File: src/rtl/stream_demux_n.sv
// stream_demux_n: routes each packet to the channel picked by sel on its first beat.
// Packets with an out-of-range sel are swallowed and counted.
module stream_demux_n #(
   parameter int DATA_W = 8,
   parameter int NUM_CH = 5,
   parameter int SEL_W  = 3
) (
   input  logic                     clk,
   input  logic                     rst,
   input  logic [SEL_W-1:0]         sel,
   input  logic [DATA_W-1:0]        s_tdata,
   input  logic                     s_tvalid,
   input  logic                     s_tlast,
   output logic                     s_tready,
   output logic [NUM_CH*DATA_W-1:0] m_tdata,
   output logic [NUM_CH-1:0]        m_tvalid,
   output logic [NUM_CH-1:0]        m_tlast,
   input  logic [NUM_CH-1:0]        m_tready,
   output logic                     busy,
   output logic [7:0]               drop_cnt
);
   typedef enum logic [1:0] {IDLE, PASS, DROP} state_t;
   localparam logic [SEL_W-1:0] MAX_SEL = SEL_W'(NUM_CH);
   state_t state, nstate;
   logic [SEL_W-1:0] och, lch, ld_ch;
   logic [DATA_W-1:0] dreg;
   logic lreg, ov, sel_ok, free, acc, load, drop_end;
   assign sel_ok = sel != '0 && sel <= MAX_SEL;
   assign free = !ov || m_tready[och];
   assign acc = s_tvalid && s_tready;
   assign load = acc && (state == PASS || (state == IDLE && sel_ok));
   assign drop_end = acc && s_tlast && (state == DROP || (state == IDLE && !sel_ok));
   assign ld_ch = state == PASS ? lch : sel - SEL_W'(1);
   always_ff @(posedge clk or posedge rst)
      if (rst) state <= IDLE;
      else state <= nstate;
   always_comb
      nstate = !acc ? state : s_tlast ? IDLE : state == IDLE ? (sel_ok ? PASS : DROP) : state;
   // Discarded beats never touch the output register, so dropping is always ready.
   always_comb begin
      s_tready = state == DROP || (state == IDLE && !sel_ok) || free;
      busy = state != IDLE || ov;
   end
   always_ff @(posedge clk or posedge rst)
      if (rst) begin
         ov <= 1'b0;
         och <= '0;
         lch <= '0;
         dreg <= '0;
         lreg <= 1'b0;
         drop_cnt <= '0;
      end else begin
         if (load) begin
            och <= ld_ch;
            dreg <= s_tdata;
            lreg <= s_tlast;
         end
         ov <= load || (ov && !m_tready[och]);
         if (acc && state == IDLE && sel_ok && !s_tlast) lch <= ld_ch;
         if (drop_end && drop_cnt != 8'hFF) drop_cnt <= drop_cnt + 8'd1;
      end
   for (genvar i = 0; i < NUM_CH; i++) begin : g_ch
      logic hit;
      assign hit = ov && och == SEL_W'(i);
      assign m_tvalid[i] = hit;
      assign m_tlast[i] = hit && lreg;
      assign m_tdata[i*DATA_W +: DATA_W] = hit ? dreg : '0;
   end
endmodule

File: config.mk
export PLATFORM = sky130hd
export DESIGN_NAME = stream_demux_n
export DESIGN_NICKNAME = d
export VERILOG_FILES = /design/src/rtl/stream_demux_n.sv
export SDC_FILE = /design/constraint.sdc
export NUM_CORES = 1
export LEC_CHECK = 0
export CAP_MARGIN = 20
export CORE_ASPECT_RATIO = 1.2
export CORE_UTILIZATION = 44
export DETAILED_ROUTE_END_ITERATION = 8
export PLACE_DENSITY = 0.89
export SYNTH_ARGS = -nofsm -noshare
export SYNTH_HDL_FRONTEND = slang
export SYNTH_SLANG_ARGS = --single-unit
File: constraint.sdc
create_clock -name clk -period 2.69 [get_ports clk]
set_input_delay 0.538 -clock clk [delete_from_list [all_inputs] [get_ports clk]]
set_output_delay 0.538 -clock clk [all_outputs]
set_load 0.01 [all_outputs]
* Yosys cells after proc, flatten, opt, wreduce, memory -nomap -nowiden
Index checks and enable logic that the tools add are counted.
** Word-level totals
- Register bits :: 26
- Input port bits :: 20
- Logic and storage cells :: 67
** Operators by class
- $add $sub $neg :: 2
- $lt $le $gt $ge :: 2
- Equality and inequality tests :: 7
- Multiplexer cells :: 11
- Reductions and logical operators :: 38
** Operator list (count)
- 8-bit 2-to-1 mux :: 5
- 1-bit logical AND :: 22
- 8-bit by 1-bit adder with 8-bit output, second input constant :: 1
- 8-bit inequality test, second input constant :: 1
- 3-bit by 2-bit equality test with 1-bit output, second input constant :: 2
- 1-bit logical OR :: 6
- 2-bit 2-to-1 mux :: 3
- 1-bit zero test :: 4
- 3-bit by 4-bit < comparator with 1-bit output, second input constant :: 1
- 2-bit nonzero test :: 2
- 1-bit binary-select mux with 3-bit select :: 1
- 3-bit by 1-bit equality test with 1-bit output, second input constant :: 1
- 3-bit equality test, second input constant :: 1
- 3-bit <= comparator, second input constant :: 1
- 3-bit zero test :: 1
- 3-bit 2-to-1 mux :: 1
- 3-bit nonzero test :: 1
- 3-bit by 1-bit subtractor with 3-bit output, second input constant :: 1
- 2-bit by 1-bit equality test with 1-bit output, second input constant :: 1
- 2-bit equality test, second input constant :: 1
- 2-bit zero test :: 1
- 2-bit AND reduction :: 1
- 1-bit 2-to-1 mux :: 1

* Depth between registers and ports, before layout
Gate-level depths: netlist of the first run.
- Word-level depth :: 10
- Depth in mapped cells :: 8
- Depth with buffers taken out :: 7

* Least setup slack after synthesis of the first run
Ideal clock, no wire load.
- Kind :: input to register
- From :: in sel[1]
- To :: reg dreg[0]
- Library setup time :: 0.125 ns
- Arrival :: 1.995 ns
- Required time :: 2.565 ns
- Setup slack :: 0.570 ns
- Stages on the path :: 8
- Path through :: inv_1 -> ha_1 -> o21ba_2 -> a211oi_4 -> o21ai_2 -> nor2_2 -> buf_6 -> mux2_2
** Between the ends
- Cells in the longest elaborated chain, start to end :: 8
- Elaborated cells on any way between the ends :: 11
** RTL lines
- from (decl) :: line 10 : input logic [SEL_W-1:0] sel,
- 3-bit <= comparator or 3-bit nonzero test (tied branches) :: line 28 : assign sel_ok = sel != '0 && sel <= MAX_SEL;
- 1-bit logical AND (*) :: line 28
- 1-bit zero test :: line 41 : s_tready = state == DROP || (state == IDLE && !sel_ok) || free;
- 1-bit logical AND :: line 41
- 1-bit logical OR (2 in a row) :: line 41
- 1-bit logical AND :: line 30 : assign acc = s_tvalid && s_tready;
- 1-bit logical AND (*) :: line 31 : assign load = acc && (state == PASS || (state == IDLE && sel_ok));
- to (signal assigned) :: line 55 : dreg <= s_tdata;
- to (decl) :: line 26 : logic [DATA_W-1:0] dreg;
Every way passes the cells marked *; elsewhere a longest branch is shown, timed or not.
A chain may end at the register's enable or synchronous reset.

* Worst setup path in the final report of the first run
- From :: in sel[1]
- To :: out s_tready
** Between the ends
- Cells in the longest elaborated chain, start to end :: 6
- Elaborated cells on any way between the ends :: 7
** RTL lines
- 3-bit <= comparator or 3-bit nonzero test (tied branches) :: line 28
- 1-bit logical AND (*) :: line 28
- 1-bit zero test (*) :: line 41
- 1-bit logical AND (*) :: line 41
- 1-bit logical OR (*) (2 in a row) :: line 41
- to (decl) :: line 14 : output logic s_tready,
Marks and branches as above.

==> results.yml, run 1 <==
outcome:
  status: "finished clean"
finish:
  antenna_cells: 0
  synthToLayoutAreaGrowth_pct: 57.5
  drive_gt1_share_pct: 14.7
  layout.cells.most_common: "clkdlybuf4s50_1"
  nets: 283
  final_area_um2: 2630
  stdcell_count: 310
  layout_common_cells: "clkdlybuf4s50_1 (77), and2_1 (45), dfrtp_1 (26)"
  utilization_pct: 72.3
critical_path:
  worstPathRequired_ns: 2.15
  slowest_stage: "clkdlybuf4s50_1"
  path_delay_family: "buffers and inverters"
  criticalPathCategory: "primary input to output pin"
  reg2reg_from: "och[2]$_DFFE_PP0P_"
  critPathLaunch: "sel[1]"
  cp_max_fo: 3
  arrival_ns: 2.02
  crit_buf_inv: 3
  slowest_delay_ns: 0.48
  path_cells: "clkdlybuf4s50_1, inv_1, ha_1, nor2b_1, a211oi_4, o21ai_0, dlygate4sd2_1"
  critPathLaunchType: "primary input"
  worstSetupEndpointType: "output pin"
sta:
  setup_viol: 0
  hold_viol: 0
  worst_pin_slew_ns: 0.346
  hold_ws_ns: 0.515
  slew_headroom_pct: 76.7
  fin_tns_setup_ns: 0
  min_period_over_period_pct: 95.0
  rsz0062_at_grt: "false"
  fin_crit_ns: 2.56
  slew_viol_final: 0
  fin_skew_ns: 0.00797
  fmax_mhz: 391
logic_synthesis:
  seq_area_frac_synth_pct: 39.0
  syn_area_um2: 1670
  ys.flop_type: "dfrtp_1"
  synth_area_per_cell_um2: 9.70
  ys_types: 39
  synthCells: 172
  synth-edff-count: 0
  syn-num-nets: 196
  synth_warnings: 0
  synthArstFlopShare_pct: 100
  ys_ff_latch: 26
drt:
  antenna_left: 0
  drtPass1Iterations: 4
  via_per_inst: 4.92
  drc_errors: 0
  wire_per_inst_um: 12.6
  wirelength_mm: 3.90
  vias: 1526
  drt_iter0_drc: 31
grt:
  antenna_found_initial: 0
  grt_max_degree: 27
  grt_pass1_vias: 1414
  overflow: 0
  grt_usage_pct: 20.7
  grt_pass1_wl_mm: 6.58
placed_design:
  dp_hpwl_mm: 3.10
  placed_area_um2: 2570
  dp.cells: 306
  placement.io_buffers: 79
  gp_congestion: 0.857
power:
  seqPwrFrac_pct: 34.1
  power_density_nw_per_um2: 853
  ir_worst_vdd_mv: 0.526
  p_comb_share_pct: 54.7
  p_int_mw: 1.42
  power.switching_mw: 0.822
  p_sw_share_pct: 36.7
  pwr-share-clk_pct: 11.2
  power.leakage_nw: 1.12
die:
  dieArea_um2: 4040
  start_util_pct: 45.9
  fp-row-count: 24
  coreArea_um2: 3630
  die_h_um: 69.5
  ios: 80
  die_w_um: 58.2
clocking:
  cts_max_level: 1
  cts_buffers: 3
  clock_sinks: 26
  clockRootBuffer: "clkbuf_8"
  clk_path_buf_depth: 2
  clk_latency_ns: 0.27
  holdBufCountCts: 0
  cts.clk_slew.worst_paths_ns: 0.08
  cts_tree: "built"
worst_hold_path:
  hold_start: "drop_cnt[0]$_DFFE_PP0P_"
  hold_path.class: "flop to flop"
job:
  drv_cap: 0
[flip-flops by register name, summed over array words and instances, names as in the netlist]
signal and flops:
dreg 8, lreg 1, drop_cnt 8, och 3, ov 1, state 2, lch 3
[metrics by stage]
step                      worst slack, ns  total power [mW]
after floorplan                     0.570              1.42
after global placement             -0.133              1.97
after detailed placement           -0.150              2.02
after CTS                          0.0375              2.26
after global routing              0.00112              2.41
final                               0.134              2.24
[logic make-up after synthesis]
kind of cell             after synthesis  synth area share [%]
AND/OR/NAND/NOR                       84                  29.8
XOR/XNOR                               7                  3.67
multiplexers                          16                  10.5
buffers and inverters                 16                  5.25
adder cells (fa/ha/maj)                4                  3.00
flip-flops                            26                  39.0
AO/OA/AOI/OAI                         19                  8.85
[routing by layer]
| layer | GRT usage (%) | part of all wire (%) | vias to the layer above |
|---|---|---|---|
| li1 | - | - | 747 |
| met1 | 25.6 | 41 | 707 |
| met2 | 36.9 | 52 | 68 |
| met3 | 2.61 | 6.2 | 4 |
| met4 | 5.82 | 0.87 | 0 |
| met5 | 0 | 0 | - |
[repair_timing]
action                                  CTS  global route
endpoints found under the setup margin    1            14
resized for setup                         1             3
pin swaps                                 0             0
buffers inserted                          0             0
[cell usage after synthesis (3+ instances only)]
library cell  number  area (um^2)
mux2_2            12          135
a31oi_1            3         18.8
o21ai_0            4         20.0
xnor2_1            5         43.8
clkbuf_1           3         11.3
and2_1            45          282
nor2_1             7         26.3
ha_1               4         50.1
nor2b_1            4         25.0
nand4_1            4         25.0
mux2i_1            4         40.0
dfrtp_1           26          651
inv_1              6         22.5
buf_4              5         37.5
nand2_1            9         33.8
[power by group through the flow]
stage | logic [mW] | registers [mW] | clock network [mW]
5_1_grt | 1.33 | 0.811 | 0.271
3_3_place_gp | 1.21 | 0.759 | 0
6_report | 1.23 | 0.765 | 0.251
4_1_cts | 1.23 | 0.770 | 0.255
2_1_floorplan | 0.714 | 0.705 | 0
3_5_place_dp | 1.24 | 0.777 | 0
[cell type report]
class	instances	area (um^2)
clock buffer	4	55.1
fill	286	1000
inverter	6	22.5
multi-input combinational	130	933
sequential	26	651
tap	52	65.1
timing repair buffer	92	902
[worst reg2reg max path, stage by stage, from the launching register on]
cell and delay [ns]:
dfrtp_1 0.45, mux2i_1 0.15, o21a_1 0.19, o221a_2 0.25
buf_4 0.15, nor2_2 0.15, buf_12 0.15, mux2_2 0.33
[worst paths after layout]
path,endpoint,slack (ns),cells after the start
max reg2reg,dreg[5]$_DFFE_PP0P_,0.76,7
min reg2reg,drop_cnt[0]$_DFFE_PP0P_,0.51,1
max in group asynchronous,drop_cnt[7]$_DFFE_PP0P_,1.83,3
max,s_tready,0.13,7
min in group asynchronous,lch[0]$_DFFE_PP0P_,0.61,3
min,drop_cnt[0]$_DFFE_PP0P_,0.51,1
(Power assumes the default switching activity.)
==> inputs of run 2 (changes only) <==
==> constraint.sdc (replaced) <==
create_clock -name clk -period 2.95 [get_ports clk]
set_input_delay 0.59 -clock clk [delete_from_list [all_inputs] [get_ports clk]]
set_output_delay 0.59 -clock clk [all_outputs]
set_load 0.1 [all_outputs]
==> results.yml, run 2 (synthesis results as in run 1) <==
clocking:
  post_cts_resize_count: 0
  cts.clk_slew.worst_paths_ns: 0.08
  clk_latency_ns: 0.27
  cts_tree: "built"
  clk_path_buf_depth: 2
  clockRootBuffer: "clkbuf_8"
  clock_sinks: 26
  cts_post_setup_buffers_inserted: 0
  cts_max_level: 1
  holdBufCountCts: 0
  cts_buffers: 3
sta:
  fmax_mhz: 355
  hold_viol: 0
  worst_pin_slew_ns: 0.557
  final.setup.worst_slack_ns: 0.137
  min_period_over_period_pct: 95.4
  rsz0062_at_grt: "false"
  fin_skew_ns: 0.0124
  fin_tns_setup_ns: 0
  setup_viol: 0
  slew_headroom_pct: 62.7
  slew_viol_final: 0
  fin_crit_ns: 2.81
critical_path:
  arrival_ns: 2.22
  criticalPathCategory: "primary input to output pin"
  slowest_delay_ns: 0.53
  critPathLaunchType: "primary input"
  r2r_cells: 6
  worstSetupEndpointType: "output pin"
  crit_buf_inv: 3
  path_cells: "clkdlybuf4s50_1, inv_1, ha_1, nor2b_1, a211oi_4, o21ai_2, buf_12"
  path_delay_family: "buffers and inverters"
  cp_max_fo: 5
  worstPathRequired_ns: 2.36
  slowest_stage: "clkdlybuf4s50_1"
  worst-path-stages: 7
drt:
  antenna_left: 0
  drc_errors: 0
  vias: 1508
  drtPass1Iterations: 6
  drt_iter0_drc: 50
  wire_per_inst_um: 13.2
  wirelength_mm: 3.99
  via_per_inst: 4.98
die:
  start_util_pct: 45.9
  dieArea_um2: 4040
  coreArea_um2: 3630
  die_h_um: 69.5
  ios: 80
  die_w_um: 58.2
  fp-row-count: 24
grt:
  grt_max_degree: 27
  antenna_found_initial: 0
  overflow: 0
  grt_pass1_vias: 1440
  grt_usage_pct: 22.1
  grt_pass1_wl_mm: 7.02
finish:
  reg_top3: "dreg x8, drop_cnt x8"
  utilization_pct: 76.9
  final_area_um2: 2790
  synthToLayoutAreaGrowth_pct: 67.3
  layout.cells.most_common: "and2_1"
  layout_common_cells: "and2_1 (45), buf_4 (37), buf_12 (29)"
  n_fill_cell: 245
  antenna_cells: 0
  nets: 276
  drive_gt1_share_pct: 35.9
outcome:
  status: "finished clean"
placed_design:
  gp_congestion: 0.872
  dp_hpwl_mm: 3.25
  placed_area_um2: 2720
  place_ws_ns: 0.138
  placement.io_buffers: 79
worst_hold_path:
  hold_path.class: "flop to flop"
  hold_path_depth: 1
job:
  drv_cap: 0
run 2: cell count changes in the layout (fill, tap and decap cells not counted), sizes merged:
cell	delta
dlymetal6s2s	-1
clkdlybuf4s50	-58
dlygate4sd2	-1
buf	+53
bufinv	+1
clkbuf	-1
run 2: metrics by stage:
| step | hold slack (ns) | cells |
|---|---|---|
| floorplan | 0.479 | 172 |
| global placement | 0.489 | 299 |
| global route | 0.555 | 303 |
| CTS | 0.527 | 303 |
| detailed placement | 0.507 | 299 |
| finish | 0.529 | 303 |
run 2: per-layer routing:
layer	part of all wire, %	up-vias	track usage, %	routed length (um)
met1	41	702	29.4	1650
met4	1.8	0	7.67	70
met3	6.6	7	3.92	262
met2	50	62	35.8	2010
li1	-	737	-	-
met5	0	-	0	0
run 2: path summary, 6_finish.rpt:
check / start / to / slack [ns]
setup / recovery: sel[0] / s_tready / 0.14
hold / removal: lch[0]$_DFFE_PP0P_ / lch[0]$_DFFE_PP0P_ / 0.53
setup reg to reg: och[2]$_DFFE_PP0P_ / dreg[4]$_DFFE_PP0P_ / 1.11
hold reg to reg: lch[0]$_DFFE_PP0P_ / lch[0]$_DFFE_PP0P_ / 0.53
max in group asynchronous: rst / och[1]$_DFFE_PP0P_ / 2.02
min in group asynchronous: rst / drop_cnt[5]$_DFFE_PP0P_ / 0.67
run 2: area by class of cell:
cell class / count / area (um^2) / share of cell area (%)
Timing Repair Buffer: 85 / 1050 / 37.5
Clock buffer: 3 / 41.3 / 1.48
Sequential cell: 26 / 651 / 23.3
Multi-Input combinational cell: 130 / 935 / 33.5
Inverter: 6 / 22.5 / 0.806
Clock inverter: 1 / 30.0 / 1.08
Tap cell: 52 / 65.1 / 2.33
run 2: worst reg2reg max path: cells and delay by family, from the launching register on:
kind,cells,cell delay (ns)
multiplexers,2,0.50
AO/OA/AOI/OAI,2,0.50
buffers and inverters,1,0.18
AND/OR/NAND/NOR,1,0.11
flip-flops,1,0.45
Power of run 2 is not shown: default switching activity piles up to over one toggle a cycle in this logic, so the estimate is an artifact.
